## src/rtl/bus_decode_pkg.sv

```systemverilog
// Shared types and helpers for the serial bus address decoders.
package bus_decode_pkg;

  typedef enum logic [1:0] {
    IDLE,
    SHIFT,
    SELECTED
  } dec_state_t;

  localparam int unsigned DEF_ADDR_WIDTH = 16;
  localparam int unsigned DEF_TAG_WIDTH  = 4;

  // Upper bounds that let one helper serve every decoder configuration.
  localparam int unsigned MAX_TARGETS   = 8;
  localparam int unsigned MAX_TAG_WIDTH = 8;

  typedef logic [MAX_TARGETS*MAX_TAG_WIDTH-1:0] tag_table_t;
  typedef logic [MAX_TAG_WIDTH-1:0]             tag_t;

  // True when slice idx (tw bits wide) of the packed tag table equals tag.
  function automatic logic tag_match(input tag_table_t  tags,
                                     input int unsigned idx,
                                     input tag_t        tag,
                                     input int unsigned tw);
    tag_t slice;
    tag_t mask;
    slice = tag_t'(tags >> (idx * tw));
    mask  = ~(tag_t'('1) << tw);
    return ((slice ^ tag) & mask) == '0;
  endfunction

endpackage

```

## src/rtl/serial_addr_shifter.sv

```systemverilog
// LSB-first address deserialiser with bit counter and complete/short-frame flags.
module serial_addr_shifter
  import bus_decode_pkg::*;
#(
  parameter int unsigned ADDR_WIDTH = DEF_ADDR_WIDTH,
  parameter int unsigned TAG_WIDTH  = DEF_TAG_WIDTH
) (
  input  logic                 clk,
  input  logic                 rst_n,
  input  logic                 start,
  input  logic                 shift_en,
  input  logic                 clear,
  input  logic                 bit_in,
  input  logic                 mode,
  output logic [TAG_WIDTH-1:0] addr_tag,
  output logic                 full,
  output logic                 short_frame
);

  localparam int unsigned CNT_W = $clog2(ADDR_WIDTH + 1);

  logic [ADDR_WIDTH-1:0] shift_reg;
  logic [CNT_W-1:0]      cnt;

  assign full        = (cnt == CNT_W'(ADDR_WIDTH));
  assign short_frame = !mode && (cnt != '0) && !full;
  assign addr_tag    = shift_reg[ADDR_WIDTH-1 -: TAG_WIDTH];

  always_ff @(posedge clk or negedge rst_n) begin
    if (!rst_n) begin
      shift_reg <= '0;
      cnt       <= '0;
    end else if (start) begin
      // Zero the stale tail so an aborted frame can never leak into the next one.
      shift_reg <= {bit_in, {(ADDR_WIDTH-1){1'b0}}};
      cnt       <= CNT_W'(1);
    end else if (clear) begin
      cnt <= '0;
    end else if (shift_en && !full) begin
      shift_reg <= ADDR_WIDTH'({bit_in, shift_reg} >> 1);
      cnt       <= cnt + 1'b1;
    end
  end

endmodule

```

## src/rtl/addr_decoder_n.sv

```systemverilog
// N-target serial address decoder with single outstanding split tracking.
// Optional: DECODER_DEFAULT_TARGET_EN routes unmatched addresses to DEFAULT_TARGET.
module addr_decoder_n
  import bus_decode_pkg::*;
#(
  parameter int unsigned ADDR_WIDTH     = DEF_ADDR_WIDTH,
  parameter int unsigned NUM_TARGETS    = 3,
  parameter int unsigned TAG_WIDTH      = DEF_TAG_WIDTH,
  parameter logic [NUM_TARGETS*TAG_WIDTH-1:0] TARGET_TAGS = {4'h8, 4'h4, 4'h0},
  parameter int unsigned DEFAULT_TARGET = 0
) (
  input  logic                           clk,
  input  logic                           rst_n,
  input  logic                           bus_data_in,
  input  logic                           bus_data_in_valid,
  input  logic                           bus_mode,
  input  logic                           split,
  output logic [NUM_TARGETS-1:0]         target_valid,
  output logic [$clog2(NUM_TARGETS)-1:0] sel,
  output logic                           decode_error,
  output logic                           frame_error,
  output logic                           split_pending
);

  localparam int unsigned SEL_W = $clog2(NUM_TARGETS);
  localparam tag_table_t TAGS_EXT = tag_table_t'(TARGET_TAGS);
  localparam logic [SEL_W-1:0] DEF_IDX =
    SEL_W'((DEFAULT_TARGET < NUM_TARGETS) ? DEFAULT_TARGET : 0);
`ifdef DECODER_DEFAULT_TARGET_EN
  localparam bit DEF_EN = 1'b1;
`else
  localparam bit DEF_EN = 1'b0;
`endif

  dec_state_t           state;
  logic [SEL_W-1:0]     owner;
  logic                 split_q;
  logic                 hold;
  logic [TAG_WIDTH-1:0] addr_tag;
  logic                 addr_full;
  logic                 short_frame;
  logic                 hit;
  logic [SEL_W-1:0]     hit_idx;
  logic                 restore;
  logic                 park;
  logic                 start;
  logic                 shift_en;
  logic                 sh_clear;

  // hold suppresses re-decode on surplus address bits until bus_mode drops.
  assign restore  = !split && split_q && split_pending;
  assign park     = split && !split_q && (state == SELECTED) && !restore;
  assign start    = !restore && !park && (state != SHIFT) &&
                    bus_mode && bus_data_in_valid && !hold;
  assign shift_en = (state == SHIFT) && bus_mode && bus_data_in_valid;
  assign sh_clear = restore || ((state == SHIFT) && (addr_full || short_frame));

  serial_addr_shifter #(
    .ADDR_WIDTH (ADDR_WIDTH),
    .TAG_WIDTH  (TAG_WIDTH)
  ) u_shifter (
    .clk         (clk),
    .rst_n       (rst_n),
    .start       (start),
    .shift_en    (shift_en),
    .clear       (sh_clear),
    .bit_in      (bus_data_in),
    .mode        (bus_mode),
    .addr_tag    (addr_tag),
    .full        (addr_full),
    .short_frame (short_frame)
  );

  always_comb begin
    hit     = 1'b0;
    hit_idx = '0;
    for (int unsigned i = 0; i < NUM_TARGETS; i++) begin
      if (!hit && tag_match(TAGS_EXT, i, tag_t'(addr_tag), TAG_WIDTH)) begin
        hit     = 1'b1;
        hit_idx = SEL_W'(i);
      end
    end
  end

  always_ff @(posedge clk or negedge rst_n) begin
    if (!rst_n) begin
      state         <= IDLE;
      target_valid  <= '0;
      sel           <= '0;
      decode_error  <= 1'b0;
      frame_error   <= 1'b0;
      split_pending <= 1'b0;
      owner         <= '0;
      split_q       <= 1'b0;
      hold          <= 1'b0;
    end else begin
      decode_error <= 1'b0;
      frame_error  <= 1'b0;
      split_q      <= split;
      hold         <= hold & bus_mode;
      if (restore) begin
        target_valid  <= NUM_TARGETS'(1) << owner;
        sel           <= owner;
        split_pending <= 1'b0;
        state         <= SELECTED;
        hold          <= bus_mode;
      end else if (park) begin
        owner         <= sel;
        split_pending <= 1'b1;
        target_valid  <= '0;
        state         <= IDLE;
        hold          <= bus_mode;
      end else if (start) begin
        target_valid <= '0;
        state        <= SHIFT;
      end else if (state == SHIFT) begin
        if (addr_full) begin
          hold <= bus_mode;
          if (hit) begin
            target_valid <= NUM_TARGETS'(1) << hit_idx;
            sel          <= hit_idx;
            state        <= SELECTED;
          end else if (DEF_EN) begin
            target_valid <= NUM_TARGETS'(1) << DEF_IDX;
            sel          <= DEF_IDX;
            state        <= SELECTED;
          end else begin
            decode_error <= 1'b1;
            state        <= IDLE;
          end
        end else if (short_frame) begin
          frame_error <= 1'b1;
          state       <= IDLE;
        end
      end
    end
  end

endmodule

```

## config.mk

```make
export PLATFORM = sky130hd
export DESIGN_NAME = addr_decoder_n
export DESIGN_NICKNAME = d
export VERILOG_FILES = /design/src/rtl/bus_decode_pkg.sv /design/src/rtl/serial_addr_shifter.sv /design/src/rtl/addr_decoder_n.sv
export SDC_FILE = /design/constraint.sdc
export NUM_CORES = 1
export LEC_CHECK = 0
export BUFFER_PORTS_ARGS = -buffer_cell sky130_fd_sc_hd__buf_2
export CORE_MARGIN = 1.5
export CORE_UTILIZATION = 56
export DETAILED_ROUTE_END_ITERATION = 10
export PLACE_DENSITY_LB_ADDON = 0.05
export SYNTH_ARGS = -nofsm -noshare
export SYNTH_HDL_FRONTEND = slang
export SYNTH_HIERARCHICAL = 1
export SYNTH_SLANG_ARGS = --single-unit
```

## constraint.sdc

```tcl
create_clock -name clk -period 2.6 [get_ports clk]
set_input_delay 0.26 -clock clk [delete_from_list [all_inputs] [get_ports clk]]
set_output_delay 0.26 -clock clk [all_outputs]
set_load 0.03 [all_outputs]
```

## Word-level counts from Yosys, hierarchy flattened

Index checks and enable logic that the tools add are counted.

| storage, ports and cells | value |
|---|---|
| flip-flop bits (word level) | 35 |
| bits of input ports | 6 |
| output and inout bits | 8 |
| logic and storage cells | 122 |

| cells by class | value |
|---|---|
| add/subtract/negate cells | 1 |
| equal/unequal tests | 7 |
| shift operators | 2 |
| mux-type cells | 49 |
| bitwise operators | 4 |
| reductions and logical operators | 48 |

Operators with widths:

| operator | count |
|---|---|
| 16-bit two-way mux | 3 |
| 2-bit two-way mux | 14 |
| 8-bit logical NOT | 3 |
| 1-bit two-way mux | 23 |
| 1-bit logical AND | 18 |
| 3-bit two-way mux | 6 |
| 5-bit two-way mux | 3 |
| 4-bit nonzero test | 3 |
| 2-bit nonzero test | 5 |
| 5-bit nonzero test | 2 |
| 1-bit logical NOT | 9 |
| 2-bit != test (second input constant) | 3 |
| 2-bit AND reduction | 3 |
| 1-bit by 2-bit left shift with 3-bit output (first input constant) | 2 |
| 5-bit by 1-bit adder with 5-bit output (second input constant) | 1 |
| 5-bit == test (second input constant) | 1 |
| 5-bit AND reduction | 1 |
| 1-bit NOT | 3 |
| 3-bit AND reduction | 1 |
| 3-bit nonzero test | 1 |
| 2-bit by 1-bit == test with 1-bit output (second input constant) | 1 |
| 2-bit == test (second input constant) | 1 |
| 1-bit logical OR | 2 |
| 2-bit by 1-bit != test with 1-bit output (second input constant) | 1 |
| 1-bit AND | 1 |

## Depth between registers and ports, before layout

| depth | value |
|---|---|
| depth after elaboration | 15 |
| gate-level depth with buffers | 11 |
| mapped depth without buffers | 9 |

## Hierarchy

The synthesis kept the hierarchy.

Modules (own cells, without submodules):

| module | instances | cells an instance | area an instance (um^2) | sequential area each (um^2) |
|---|---|---|---|---|
| addr_decoder_n | 1 | 66 | 704.4 | 350.3 |
| serial_addr_shifter | 1 | 50 | 505.5 | 225.2 |

## Least setup slack after synthesis

No wires, ideal clock.

| timing path | value |
|---|---|
| path type | register -> register |
| from | register u_shifter.cnt[0] |
| to | register u_shifter.shift_reg[14] |
| library setup time | 124 ps |
| arrival | 1925 ps |
| required time | 2476 ps |
| slack | 551 ps |
| stages on the path, launching flop included | 12 |
| buffers on the path | 2 |
| period minus slack after synthesis | 2049 ps |
| cell sequence | dfrtp_1 -> inv_1 -> ha_1 -> nand4bb_1 -> buf_2 -> inv_1 -> nor2_1 -> o21ai_0 -> inv_1 -> and3_4 -> buf_6 -> mux2i_1 |

| between the ends | value |
|---|---|
| longest elaborated chain between the ends | 8 |
| elaborated cells between the ends (all ways) | 12 |
| classes of those cells | 2 x eq/ne; 10 x reduce/logical |

Ends and longest elaborated chain:

| element | RTL line | source |
|---|---|---|
| start: declaration | serial_addr_shifter.sv:23 | `logic [CNT_W-1:0] cnt;` |
| start signal: assignment | serial_addr_shifter.sv:41 | `cnt <= cnt + 1'b1;` |
| 5-bit == test (*) | serial_addr_shifter.sv:25 | `assign full = (cnt == CNT_W'(ADDR_WIDTH));` |
| via addr_full | addr_decoder_n.sv:40 | `logic addr_full;` |
| 1-bit logical NOT | serial_addr_shifter.sv:26 | `assign short_frame = !mode && (cnt != '0) && !full;` |
| 1-bit logical AND | serial_addr_shifter.sv:26 |  |
| 1-bit logical OR (*) | addr_decoder_n.sv:56 | `assign sh_clear = restore \|\| ((state == SHIFT) && (addr_full \|\| short_frame));` |
| 1-bit logical AND (*) | addr_decoder_n.sv:56 |  |
| 1-bit logical OR (*) | addr_decoder_n.sv:56 |  |
| via sh_clear | addr_decoder_n.sv:48 | `logic sh_clear;` |
| 2-bit != test (no source line) (*) | n/a |  |
| 2-bit AND reduction (no source line) (*) | n/a |  |
| end signal: assignment | serial_addr_shifter.sv:35 | `shift_reg <= {bit_in, {(ADDR_WIDTH-1){1'b0}}};` |
| end signal: assignment | serial_addr_shifter.sv:40 | `shift_reg <= ADDR_WIDTH'({bit_in, shift_reg} >> 1);` |
| end: declaration | serial_addr_shifter.sv:22 | `logic [ADDR_WIDTH-1:0] shift_reg;` |

Mark *: on every way through the listed nets, which the timed path passes. The rest lies on a longest branch.
A chain may end at the register's enable or synchronous reset.

## Worst setup path in the final report

| timing path | value |
|---|---|
| from | register u_shifter.cnt[0] |
| to | register u_shifter.shift_reg[15] |

The elaborated chain is that of the path after synthesis.

==> reports/results.tsv <==
stage	metric	value	unit
global_routing	grt_max_degree	24	
sta	setup_violations	0	
die	pin_count	14	
critical_path	cp_top_family	compound AO/OA/AOI/OAI gates	
global_routing	antenna_found_initial	0	
sta	skew	0.00363	ns
placement	hpwl	1.68	mm
synth	synth_flop_cell	dfrtp_1	
synth	synthCells	116	
clock_network	cts_tree	done	
synth	syn-cell-area	0.00121	sq mm
die	die_h	49.5	microns
sta	fin_crit	2.16	ns
sta	setup_tns	0	ns
sta	fin_crit_sh	83.2	%
synth	synth_cell_types	44	
placement	io_buffer_count	13	
drt	vias_per_cell	5.70	
die	die_w	49.5	microns
critical_path	critPathSlowestCell	dfrtp_1	
drt	drc	0	
sta	rsz0062_at_grt	false	
critical_path	timing.critical_path.mode_cell	inv_1	
global_routing	grt_pass1_vias	882	
die	rows	16	
clock_network	post_cts_buffers	0	
critical_path	critPathLaunchType	register	
clock_network	cts_buffer_depth	2	
synth	muxShareOfSynthArea	2.48	%
clock_network	htree_levels	1	
pwr	leakage	0.604	nW
synth	yosys.area_share.simple	26.3	%
layout	fin_area	0.00133	sq mm
critical_path	path_buf_inv	3	
synth	synth_compound_area_share	14.9	%
drt	first_iter_violations	13	
synth	synth_edf_count	0	
synth	async_flop_share	100	%
clock_network	clk_latency	0.30	ns
clock_network	clock-sinks	23	
critical_path	cp_data_arrival_time	2.35	ns
synth	synth_xor_area_share	2.17	%
synth	ys_seq_area_share	47.6	%
global_routing	grt_overflow	0	
drt	wl_per_cell	14.5	microns
drt	ant_nets	0	
global_routing	grt_usage	21.5	%
synth	synthesis.nets	124	
layout	final_cell_mix	23 x dfrtp_1, 13 x buf_2, 12 x nand2_1	
layout	areaGrowthSynthToFinish	9.72	%
global_routing	grt_pass1_wl	4.00	mm
drt	drt-total-wl	2.30	mm
sta	tightestPinTransition	0.578	ns
synth	syn_avg_cell_area	10.4	sq um
critical_path	path_class	register to register	
placement	detailed_place.area	0.00129	sq mm
placement	place_congestion	0.754	
synth	synth_fa_ha_area_share	2.07	%
critical_path	crit_chain	inv_1, ha_1, nand4bb_1, inv_1, nor2_1, o21ai_0, inv_1, a31oi_1, o22ai_1	
clock_network	clk_pin_slew	0.12	ns
sta	maxSlewHeadroom	61.3	%
pwr	power_density	942	mW/mm^2
sta	slew_viol_final	0	
pwr	ir_worst_vdd	0.000543	V
sta	finalHoldViolCount	0	
critical_path	cpPeakStageDelay	0.43	ns
critical_path	cp.required	2.79	ns
sta	fmax	462	MHz
die	dieArea	0.00245	sq mm
clock_network	cts_resized	0	
clock_network	numCtsBuffers	3	
min_path	hold_class	input pin to register	
clock_network	cts_root_buf	clkbuf_4	
layout	diodes	0	
die	core	0.00200	sq mm
drt	via_count	901	
synth	yosysWarnings	6	
critical_path	critPathCaptureType	register	
synth	synth_top_family_by_area	simple AND/OR/NAND/NOR gates	
outcome	status	completed	
die	initial_utilization	60.4	%
run	maxCapViolCount	0	
drt	first_pass_iters	4	
layout	layout_commonest_cell	dfrtp_1	
synth	ys_seq_elements	23	
layout	drive_gt1_share	21.4	%
layout	nets	140	
layout	largest_register_ffs	5	
critical_path	cp_max_fo	8	
## metal layers
layer / share of wire (%) / GRT usage (%) / wire, microns
met1: 47 / 27.1 / 1080
met2: 49 / 36.7 / 1120
met3: 2.7 / 4.24 / 61
met4: 1.7 / 7.87 / 40
met5: 0 / 0 / 0
## area by class of cell
class | count | area [sq um]
Inverter | 8 | 30.0
Multi-Input combinational cell | 81 | 579
Sequential cell | 23 | 576
Clock buffer | 4 | 26.3
Tap cell | 27 | 33.8
Fill cell | 158 | 674
Timing Repair Buffer | 15 | 82.6
## cells by family (layout without fill, tap and decap cells)
group / Yosys count / after routing
AOI/OAI and AO/OA: 23 / 23
xor gates and xnor gates: 3 / 3
adders and majority gates: 2 / 2
buffers and inverters: 12 / 27
DFF: 23 / 23
muxes: 3 / 3
and+or+nand+nor: 50 / 50
## Yosys cell counts (2+ instances only)
master,n,area (sq um)
xor2_1,2,17.5
o21a_1,4,30.0
inv_1,8,30.0
a31oi_1,2,12.5
o32ai_1,2,17.5
nand2_1,12,45.0
buf_2,2,10.0
o21ai_0,2,10.0
nor2_1,8,30.0
mux2i_1,3,30.0
ha_1,2,25.0
nor3_1,4,20.0
a211oi_1,2,15.0
nor4_2,2,25.0
nor4_1,2,12.5
o31ai_1,2,15.0
nand3b_2,2,22.5
nand4_1,3,18.8
nand2b_1,5,31.3
dfrtp_1,23,576
## per-stage QoR
step / hold WS (ns) / worst slack, ns / power [W] / util (%) / cells
after detailed placement: 0.261 / 0.498 / 0.00110 / 64.5 / 153
after global routing: 0.101 / 0.189 / 0.00134 / 66.3 / 158
after floorplan: -0.0356 / 0.551 / 0.000956 / - / 116
after global placement: 0.257 / 0.592 / 0.00107 / 64.5 / 153
after CTS: 0.111 / 0.455 / 0.00126 / 66.3 / 158
final: 0.125 / 0.437 / 0.00125 / 66.3 / 158
## worst reg2reg max path, cell delays in order (launching register included)
cell and delay [ns]:
dfrtp_1 0.43, inv_1 0.11, ha_1 0.17, nand4bb_1 0.29
inv_1 0.21, nor2_1 0.08, o21ai_0 0.28, inv_1 0.15
a31oi_1 0.22, o22ai_1 0.12
## final timing paths
kind,endpoint,depth (start not counted),slack [ns],start
worst max-delay path,u_shifter/shift_reg[15]$_DFFE_PN0P_,9,0.44,u_shifter/cnt[0]$_DFFE_PN0P_
worst min-delay path,split_q$_DFF_PN0_,1,0.13,split
worst max register to register,u_shifter/shift_reg[15]$_DFFE_PN0P_,9,0.44,u_shifter/cnt[0]$_DFFE_PN0P_
worst min register to register,target_valid[1]$_DFFE_PN0P_,1,0.50,target_valid[1]$_DFFE_PN0P_
max in group asynchronous,hold$_DFF_PN0_,2,1.82,rst_n
min in group asynchronous,sel[1]$_DFFE_PN0P_,2,0.44,rst_n
## power breakdown
group          internal, W  total, W  switching [W]
Combinational     0.000208  0.000506       0.000298
Sequential        0.000468  0.000585       0.000117
Clock            0.0000598  0.000160      0.0000999
Total             0.000736   0.00125       0.000514
## timing repair
item / in CTS / in global routing
hold buffers: 1 / 0
endpoints found under the setup margin: 0 / 0
endpoints found under the hold margin: 23 / 0
(Power assumes the default switching activity.)
